**src/rtl/wb_mem_bridge.sv**
```systemverilog
// Wishbone slave bridge to a req/ready/rvalid memory port with DRAM/VRAM/BIOS decode and timeout.
// Optional BIOS overlay of low DRAM reads is enabled by defining BIOS_OVERLAY_EN.
module wb_mem_bridge #(
   parameter int unsigned TIMEOUT     = 255,
   parameter int unsigned INT_LAT     = 1,
   parameter logic [31:0] BUS_ERR_DAT = 32'hDEADBEEF
) (
   input  logic        sys_clk,
   input  logic        reset_n,
   input  logic [31:0] i_wb_adr,
   input  logic [31:0] i_wb_dat,
   input  logic [3:0]  i_wb_sel,
   input  logic        i_wb_we,
   input  logic        i_wb_cyc,
   input  logic        i_wb_stb,
   input  logic        int_hit,
   output logic        o_wb_ack,
   output logic [31:0] o_wb_dat,
   output logic        mem_req,
   output logic [1:0]  mem_region,
   output logic [21:0] mem_addr,
   output logic        mem_we,
   output logic [3:0]  mem_be,
   output logic [31:0] mem_wdata,
   input  logic        mem_ready,
   input  logic        mem_rvalid,
   input  logic [31:0] mem_rdata,
   output logic        bus_err
);

   typedef enum logic [2:0] {S_IDLE, S_INT, S_REQ, S_WAIT, S_ACK} state_t;

   localparam logic [7:0] TO_LAST  = 8'(TIMEOUT - 1);
   localparam logic [7:0] INT_LAST = 8'(INT_LAT - 1);

   state_t      state, state_nx;
   logic [21:0] addr_r;
   logic [31:0] wdat_r, rdat_r;
   logic [3:0]  sel_r;
   logic        we_r;
   logic [1:0]  region_r;
   logic [7:0]  cnt;
   logic        aborted;
   logic        err_r;
   logic        overlay;
   logic        dec_hit;
   logic [1:0]  dec_region;
   logic        accept, take_rd, fail;

   // Decoding the live address at accept is equivalent to decoding the latched one.
   always_comb begin
      dec_hit    = 1'b1;
      dec_region = 2'd0;
      if (overlay && !i_wb_we && (i_wb_adr < 32'h0010_0000))
         dec_region = 2'd2;
      else if (i_wb_adr < 32'h0020_0000)
         dec_region = 2'd0;
      else if (i_wb_adr < 32'h0030_0000)
         dec_region = 2'd1;
      else if (i_wb_adr[31:20] == 12'h030)
         dec_region = 2'd2;
      else
         dec_hit = 1'b0;
   end

`ifdef BIOS_OVERLAY_EN
   always_ff @(posedge sys_clk or negedge reset_n) begin
      if (!reset_n)
         overlay <= 1'b1;
      else if (accept && !int_hit && dec_hit && (dec_region == 2'd0) && i_wb_we)
         overlay <= 1'b0;
   end
`else
   assign overlay = 1'b0;
`endif

   always_comb begin
      state_nx = state;
      accept   = 1'b0;
      take_rd  = 1'b0;
      fail     = 1'b0;
      unique case (state)
         S_IDLE: begin
            if (i_wb_cyc && i_wb_stb) begin
               accept = 1'b1;
               if (int_hit)
                  state_nx = S_INT;
               else if (!dec_hit) begin
                  state_nx = S_ACK;
                  fail     = 1'b1;
               end else if ((dec_region == 2'd2) && i_wb_we)
                  state_nx = S_ACK;
               else
                  state_nx = S_REQ;
            end
         end
         S_INT: if (cnt == INT_LAST) state_nx = S_ACK;
         S_REQ: begin
            if (mem_ready) begin
               if (we_r)
                  state_nx = S_ACK;
               else if (mem_rvalid) begin
                  take_rd  = 1'b1;
                  state_nx = S_ACK;
               end else
                  state_nx = S_WAIT;
            end else if (cnt == TO_LAST) begin
               fail     = 1'b1;
               state_nx = S_ACK;
            end
         end
         S_WAIT: begin
            if (mem_rvalid) begin
               take_rd  = 1'b1;
               state_nx = S_ACK;
            end else if (cnt == TO_LAST) begin
               fail     = 1'b1;
               state_nx = S_ACK;
            end
         end
         S_ACK:   state_nx = S_IDLE;
         default: state_nx = S_IDLE;
      endcase
   end

   // cnt runs from the first INT/REQ cycle and keeps counting through WAIT.
   always_ff @(posedge sys_clk or negedge reset_n) begin
      if (!reset_n) begin
         state    <= S_IDLE;
         addr_r   <= '0;
         wdat_r   <= '0;
         rdat_r   <= '0;
         sel_r    <= '0;
         we_r     <= 1'b0;
         region_r <= '0;
         cnt      <= '0;
         aborted  <= 1'b0;
         err_r    <= 1'b0;
      end else begin
         state <= state_nx;
         cnt   <= (state == S_IDLE) ? '0 : cnt + 8'd1;
         if (accept) begin
            addr_r   <= i_wb_adr[23:2];
            wdat_r   <= i_wb_dat;
            sel_r    <= i_wb_sel;
            we_r     <= i_wb_we;
            region_r <= dec_region;
         end
         if (fail)
            rdat_r <= BUS_ERR_DAT;
         else if (take_rd)
            rdat_r <= mem_rdata;
         else if (accept)
            rdat_r <= '0;
         if (fail)
            err_r <= 1'b1;
         if (state == S_IDLE)
            aborted <= 1'b0;
         else if (!i_wb_cyc)
            aborted <= 1'b1;
      end
   end

   assign o_wb_ack   = (state == S_ACK) && i_wb_cyc && !aborted;
   assign o_wb_dat   = rdat_r;
   assign mem_req    = (state == S_REQ);
   assign mem_region = region_r;
   assign mem_addr   = addr_r;
   assign mem_we     = we_r;
   assign mem_be     = sel_r;
   assign mem_wdata  = wdat_r;
   assign bus_err    = err_r;

endmodule

```
**config.mk**
```make
export PLATFORM = sky130hd
export DESIGN_NAME = wb_mem_bridge
export DESIGN_NICKNAME = d
export VERILOG_FILES = /design/src/rtl/wb_mem_bridge.sv
export SDC_FILE = /design/constraint.sdc
export NUM_CORES = 1
export LEC_CHECK = 0
export CAP_MARGIN = 40
export CORE_UTILIZATION = 35
export DETAILED_ROUTE_END_ITERATION = 10
export GPL_ROUTABILITY_DRIVEN = 0
export GPL_TIMING_DRIVEN = 0
export PLACE_DENSITY = 0.79
export SLEW_MARGIN = 20
export SYNTH_ARGS = -nofsm -noshare
export SYNTH_HDL_FRONTEND = slang
export SYNTH_SLANG_ARGS = --single-unit
```
**constraint.sdc**
```tcl
create_clock -name sys_clk -period 4.95 [get_ports sys_clk]
set_clock_uncertainty 0.05 [all_clocks]
set_input_delay 0.99 -clock sys_clk [delete_from_list [all_inputs] [get_ports sys_clk]]
set_output_delay 0.99 -clock sys_clk [all_outputs]
set_load 0.005 [all_outputs]
```
==> results.sh, run 1 <==
export IMPL_numPortBuffers=201
export IMPL_core_region_area_um2=12200
export IMPL_initial_core_util=0.364
export IMPL_crit_path_frequent_cell="clkdlybuf4s50_1"
export IMPL_synth_avg_cell_area_um2=9.70
export IMPL_diodes=0
export IMPL_routedWlPerCell_um=15.1
export IMPL_drcViolationCount=0
export IMPL_clkSinkCount=106
export IMPL_via_count=4034
export IMPL_post_cts_setup_buffers=0
export IMPL_die_area_um2=13200
export IMPL_final_common_cell="clkdlybuf4s50_1"
export IMPL_worst_ep_required_time_ns=3.91
export IMPL_max_freq_mhz=300
export IMPL_drt_iter0_markers=257
export IMPL_row_count=40
export IMPL_h_tree_depth=3
export IMPL_hp_class="reg2reg"
export IMPL_rr_worst_depth=5
export IMPL_dp_slack_ns=1.63
export IMPL_die_height_um=115
export IMPL_place_hpwl_um=9600
export IMPL_cp_top_family="buffers and inverters"
export IMPL_cts_made_buffers=9
export IMPL_path_max_fanout=6
export IMPL_ant_nets=0
export IMPL_cts_clk_slew_worst_paths_ns=0.06
export IMPL_synth_seq_area_share=0.597
export IMPL_powerDensity_nw_per_um2=492
export IMPL_yosys_warnings=0
export IMPL_insertion_delay_ns=0.34
export IMPL_worst_hold_slack_ns=0.412
export IMPL_synthCells=458
export IMPL_track_usage=0.201
export IMPL_outcome="finished clean"
export IMPL_path_depth=3
export IMPL_cts_root_buffer="clkbuf_16"
export IMPL_antenna_found_initial=0
export IMPL_total_leakage_power_uw=0.00331
export IMPL_cts_resized=0
export IMPL_slew_violations=0
export IMPL_drive_gt1_frac=0.0356
export IMPL_crit_chain="clkdlybuf4s50_1 -> and4_1 -> clkdlybuf4s50_1"
export IMPL_grt_pass1_wl_um=20300
export IMPL_first_global_vias=4118
export IMPL_rsz0062_at_grt="no"
export IMPL_crit_path_start_kind="input pin"
export IMPL_slowest_delay_ns=0.58
export IMPL_holdBufCountCts=0
export IMPL_critPathSlowestCell="clkdlybuf4s50_1"
export IMPL_max_cap_viol_count=0
export IMPL_drt_total_wl_um=12800
export IMPL_io_pins=204
export IMPL_worstMarginPinSlew_ns=0.693
export IMPL_max_slew_margin=0.535
export IMPL_path_class="in2out"
export IMPL_worst_slack_ns=1.62
export IMPL_synth_ff_type="dfrtp_1"
export IMPL_grt_overflow=0
export IMPL_synth_area_um2=4440
export IMPL_first_pass_iters=4
export IMPL_hold_violations=0
export IMPL_ys_async_sr_fraction=1.00
export IMPL_clk_path_buf_depth=2
export IMPL_synth_edf_count=0
export IMPL_cp_num_buf_inv=2
export IMPL_setup_violations_final=0
export IMPL_cts_tree="built"
export IMPL_placed_area_um2=6700
export IMPL_fin_area_um2=6950
export IMPL_synth_net_count=569
export IMPL_finalCriticalPeriod_ns=3.33
export IMPL_fin_nets=782
export IMPL_layout_cells_non_filler=843
export IMPL_via_per_inst=4.79
export IMPL_grt_max_degree=57
export IMPL_worstSetupEndpointType="primary output"
export IMPL_synth_cell_types=42
export IMPL_arrival_ns=2.29
export IMPL_mostFrequentLayoutCells="clkdlybuf4s50_1 (200), nand2_1 (191), dfrtp_1 (106)"
export IMPL_min_path_cells=1
export IMPL_syn2layout_area_growth_pct=56.4
export IMPL_period_share=0.673
export IMPL_peakVddDrop_uv=271
export IMPL_ys_ff_latch=106
export IMPL_dpl_cell_count=828
export IMPL_die_w_um=115
export IMPL_num_fill_cells=1106
-- metal layers --
metal,vias up,GRT usage,routed length [um]
met5,-,0,0
met4,0,0.0701,197
met3,14,0.0566,1110
met2,176,0.332,6030
met1,1905,0.251,5410
li1,1939,-,-
-- path summary, 6_finish.rpt --
| check | start | slack [ns] | endpoint |
|---|---|---|---|
| max | i_wb_cyc | 1.62 | o_wb_ack |
| min | bus_err | 0.41 | bus_err |
| max reg2reg | state[1] | 2.70 | o_wb_dat[29] |
| min reg2reg | bus_err | 0.41 | bus_err |
| max in group asynchronous | reset_n | 3.68 | mem_addr[1] |
| min in group asynchronous | reset_n | 0.53 | o_wb_dat[2] |
-- flip-flops by register name (all words and copies together), names as in the netlist --
signal and count:
mem_be 4, bus_err 1, mem_we 1, o_wb_dat 32, mem_wdata 32, mem_addr 22, mem_region 2, state 3
aborted 1, cnt 8
-- stage by stage --
step | power [uW] | TNS [ns] | util
floorplan | 1890 | 0 | -
global placement | 2750 | -107.39 | 0.546
detailed placement | 2810 | 0 | 0.548
CTS | 3470 | 0 | 0.569
global route | 3660 | 0 | 0.569
finish | 3420 | 0 | 0.569
-- power breakdown --
part           switching [uW]  internal (uW)
registers                 185           1200
clock network             298            339
logic                     546            852
-- area by class of cell --
class,count,area [um2],share of cell area
multi-input cells,319,1650,0.237
flip-flops and latches,106,2650,0.382
clock inverters,2,15.0,0.00216
repair buffers,202,2040,0.294
well taps,168,210,0.0302
clock buffers,13,240,0.0346
inverters,7,26.3,0.00378
plain buffers,26,115,0.0166
-- cells in the mapped netlist, types with 2 or more instances --
cell       count  area (um2)
nand2_1      191         717
dfrtp_1      106        2650
and3_1        27         169
a211o_1       25         219
clkbuf_1      22        82.6
nor2_1        12        45.0
o2bb2ai_1      8        70.1
inv_1          7        26.3
nand3_1        6        30.0
a21oi_1        5        25.0
xor2_1         5        43.8
o21ai_1        4        20.0
ha_1           3        37.5
and4_1         2        17.5
buf_2          2        10.0
buf_6          2        22.5
nor2b_1        2        12.5
nor3_1         2        10.0
nor4b_1        2        17.5
o21ai_0        2        10.0
o31a_1         2        17.5
-- worst reg2reg max path: cells and delay by family, from the launching register on --
kind                   cells  cell delay [ns]
buffers and inverters      1             0.36
flip-flops                 1             0.46
AND/OR/NAND/NOR            2             0.55
AO/OA/AOI/OAI              2             0.68
-- cell families after synthesis --
kind of cell               count (synthesis)  share of synthesized area
DFF                                      106                      0.597
adders and majority gates                  3                    0.00845
and+or+nand+nor                          255                      0.250
buffers and inverters                     33                     0.0318
AOI/OAI and AO/OA                         55                      0.101
xor gates and xnor gates                   6                     0.0118
Power figures use the tool's default switching activity.
==> run 2, diff against run 1 <==
--- a/config.mk
+++ b/config.mk
@@ -10,7 +10,7 @@
 export DETAILED_ROUTE_END_ITERATION = 10
 export GPL_ROUTABILITY_DRIVEN = 0
 export GPL_TIMING_DRIVEN = 0
-export PLACE_DENSITY = 0.79
+export PLACE_DENSITY = 0.81
 export SLEW_MARGIN = 20
 export SYNTH_ARGS = -nofsm -noshare
 export SYNTH_HDL_FRONTEND = slang
==> constraint.sdc (replaced) <==
create_clock -name sys_clk -period 2.9 [get_ports sys_clk]
set_clock_uncertainty 0.05 [all_clocks]
set_input_delay 0.58 -clock sys_clk [delete_from_list [all_inputs] [get_ports sys_clk]]
set_output_delay 0.58 -clock sys_clk [all_outputs]
set_load 0.005 [all_outputs]
==> results.sh, run 2 (synthesized netlist as in run 1, its figures left out) <==
export IMPL_hold_violations=0
export IMPL_rsz0062_at_grt="no"
export IMPL_cts_resized=0
export IMPL_period_share=0.875
export IMPL_numPortBuffers=201
export IMPL_via_per_inst=4.84
export IMPL_dr_wl_met2_um=6280
export IMPL_syn2layout_area_growth_pct=58.3
export IMPL_diodes=0
export IMPL_clk_path_buf_depth=2
export IMPL_critPathLaunch="state[0]"
export IMPL_powerDensity_nw_per_um2=874
export IMPL_hp_class="in2async"
export IMPL_path_depth=4
export IMPL_setup_violations_final=0
export IMPL_drcViolationCount=0
export IMPL_cts_clk_slew_worst_paths_ns=0.07
export IMPL_path_class="reg2out"
export IMPL_cp_num_buf_inv=3
export IMPL_path_max_fanout=10
export IMPL_layout_cells_non_filler=844
export IMPL_io_pins=204
export IMPL_via_count=4083
export IMPL_fin_nets=782
export IMPL_first_global_vias=4255
export IMPL_max_slew_margin=0.460
export IMPL_total_leakage_power_uw=0.00336
export IMPL_worst_hold_slack_ns=0.110
export IMPL_row_count=40
export IMPL_slowest_delay_ns=0.47
export IMPL_clkSinkCount=106
export IMPL_arrival_ns=1.91
export IMPL_critPathSlowestCell="clkdlybuf4s50_1"
export IMPL_route_top_layer_used="met4"
export IMPL_cts_tree="built"
export IMPL_die_w_um=115
export IMPL_rr_worst_depth=5
export IMPL_critPathCapture="mem_req"
export IMPL_cts_made_buffers=9
export IMPL_drt_iter0_markers=170
export IMPL_worst_ep_required_time_ns=2.27
export IMPL_grt_pass1_wl_um=20600
export IMPL_cts_root_buffer="clkbuf_16"
export IMPL_insertion_delay_ns=0.34
export IMPL_routedWlPerCell_um=15.3
export IMPL_max_cap_viol_count=0
export IMPL_grt_max_degree=62
export IMPL_initial_core_util=0.364
export IMPL_r2r_start="state[1]"
export IMPL_rrSetupSlack_ns=0.62
export IMPL_mostFrequentLayoutCells="clkdlybuf4s50_1 (200), nand2_1 (191), dfrtp_1 (106)"
export IMPL_final_core_util=0.576
export IMPL_worstMarginPinSlew_ns=0.805
export IMPL_max_freq_mhz=394
export IMPL_ant_nets=0
export IMPL_cp_top_family="buffers and inverters"
export IMPL_die_height_um=115
export IMPL_post_cts_setup_buffers=0
export IMPL_drive_gt1_frac=0.0429
export IMPL_drt_total_wl_um=12900
export IMPL_core_region_area_um2=12200
export IMPL_final_common_cell="clkdlybuf4s50_1"
export IMPL_die_area_um2=13200
export IMPL_dpl_cell_count=828
export IMPL_crit_path_start_kind="flip-flop"
export IMPL_place_hpwl_um=9610
export IMPL_wl_met1_um=5390
export IMPL_met3_length_um=1020
export IMPL_h_tree_depth=3
export IMPL_peakVddDrop_uv=533
export IMPL_track_usage=0.204
export IMPL_r2r_end="o_wb_dat[29]"
export IMPL_antenna_found_initial=0
export IMPL_worstSetupEndpointType="primary output"
export IMPL_grt_overflow=0
export IMPL_outcome="finished clean"
export IMPL_first_pass_iters=4
export IMPL_slew_violations=0
export IMPL_finalCriticalPeriod_ns=2.54
export IMPL_crit_chain="clkbuf_1 -> inv_1 -> and2_1 -> clkdlybuf4s50_1"
export IMPL_holdBufCountCts=0
## run 2: cell count changes in the layout (fill, tap and decap cells not counted), sizes merged
cell	before	now
bufinv	0	3
clkbuf	35	31
clkinv	0	2
clkinvlp	2	1
inv	7	8
## run 2: how the worst min path moves through the flow
stage	start	end	slack (ns)
after detailed placement	bus_err	bus_err	0.40
after CTS	reset_n	o_wb_dat[1]	0.12
after floorplan	reset_n	aborted	0.23
after global placement	bus_err	bus_err	0.40
after global routing	reset_n	o_wb_dat[0]	0.13
final	reset_n	o_wb_dat[1]	0.11
## run 2: area by class of cell
class	instances	area, um2
clock inverter	7	116
inverter	7	26.3
timing repair buffer	202	2040
sequential	106	2650
clock buffer	9	225
fill	1085	5170
multi-input combinational	319	1650
tap	168	210
buffer	26	115
## run 2: metal layers
layer | vias up | GRT usage
met1 | 1944 | 0.242
met5 | - | 0
met4 | 0 | 0.0788
li1 | 1947 | -
met2 | 173 | 0.349
met3 | 19 | 0.0598
## run 2: worst reg2reg max path, cell delays in order, from the launching register on
cell       delay (ns)
dfrtp_1          0.45
nor3_2           0.32
nand3_1          0.23
clkbuf_1         0.35
o21ai_1          0.55
o2bb2ai_1        0.18
## run 2: metrics by stage
stage          power [uW]  setup WS (ns)  area, um2  TNS [ns]
2_1_floorplan        3230          0.872       4440         0
3_3_place_gp         4710          -2.66       6670   -280.56
3_5_place_dp         4810         0.0670       6700         0
4_1_cts              6230          0.366       7040         0
5_1_grt              6570          0.282       7040         0
6_report             6150          0.363       7040         0
## run 2: report_power, final
part | internal (uW) | switching [uW] | leakage [uW]
Sequential | 2050 | 328 | 0.00134
Clock | 844 | 531 | 0.000166
Combinational | 1450 | 941 | 0.00185
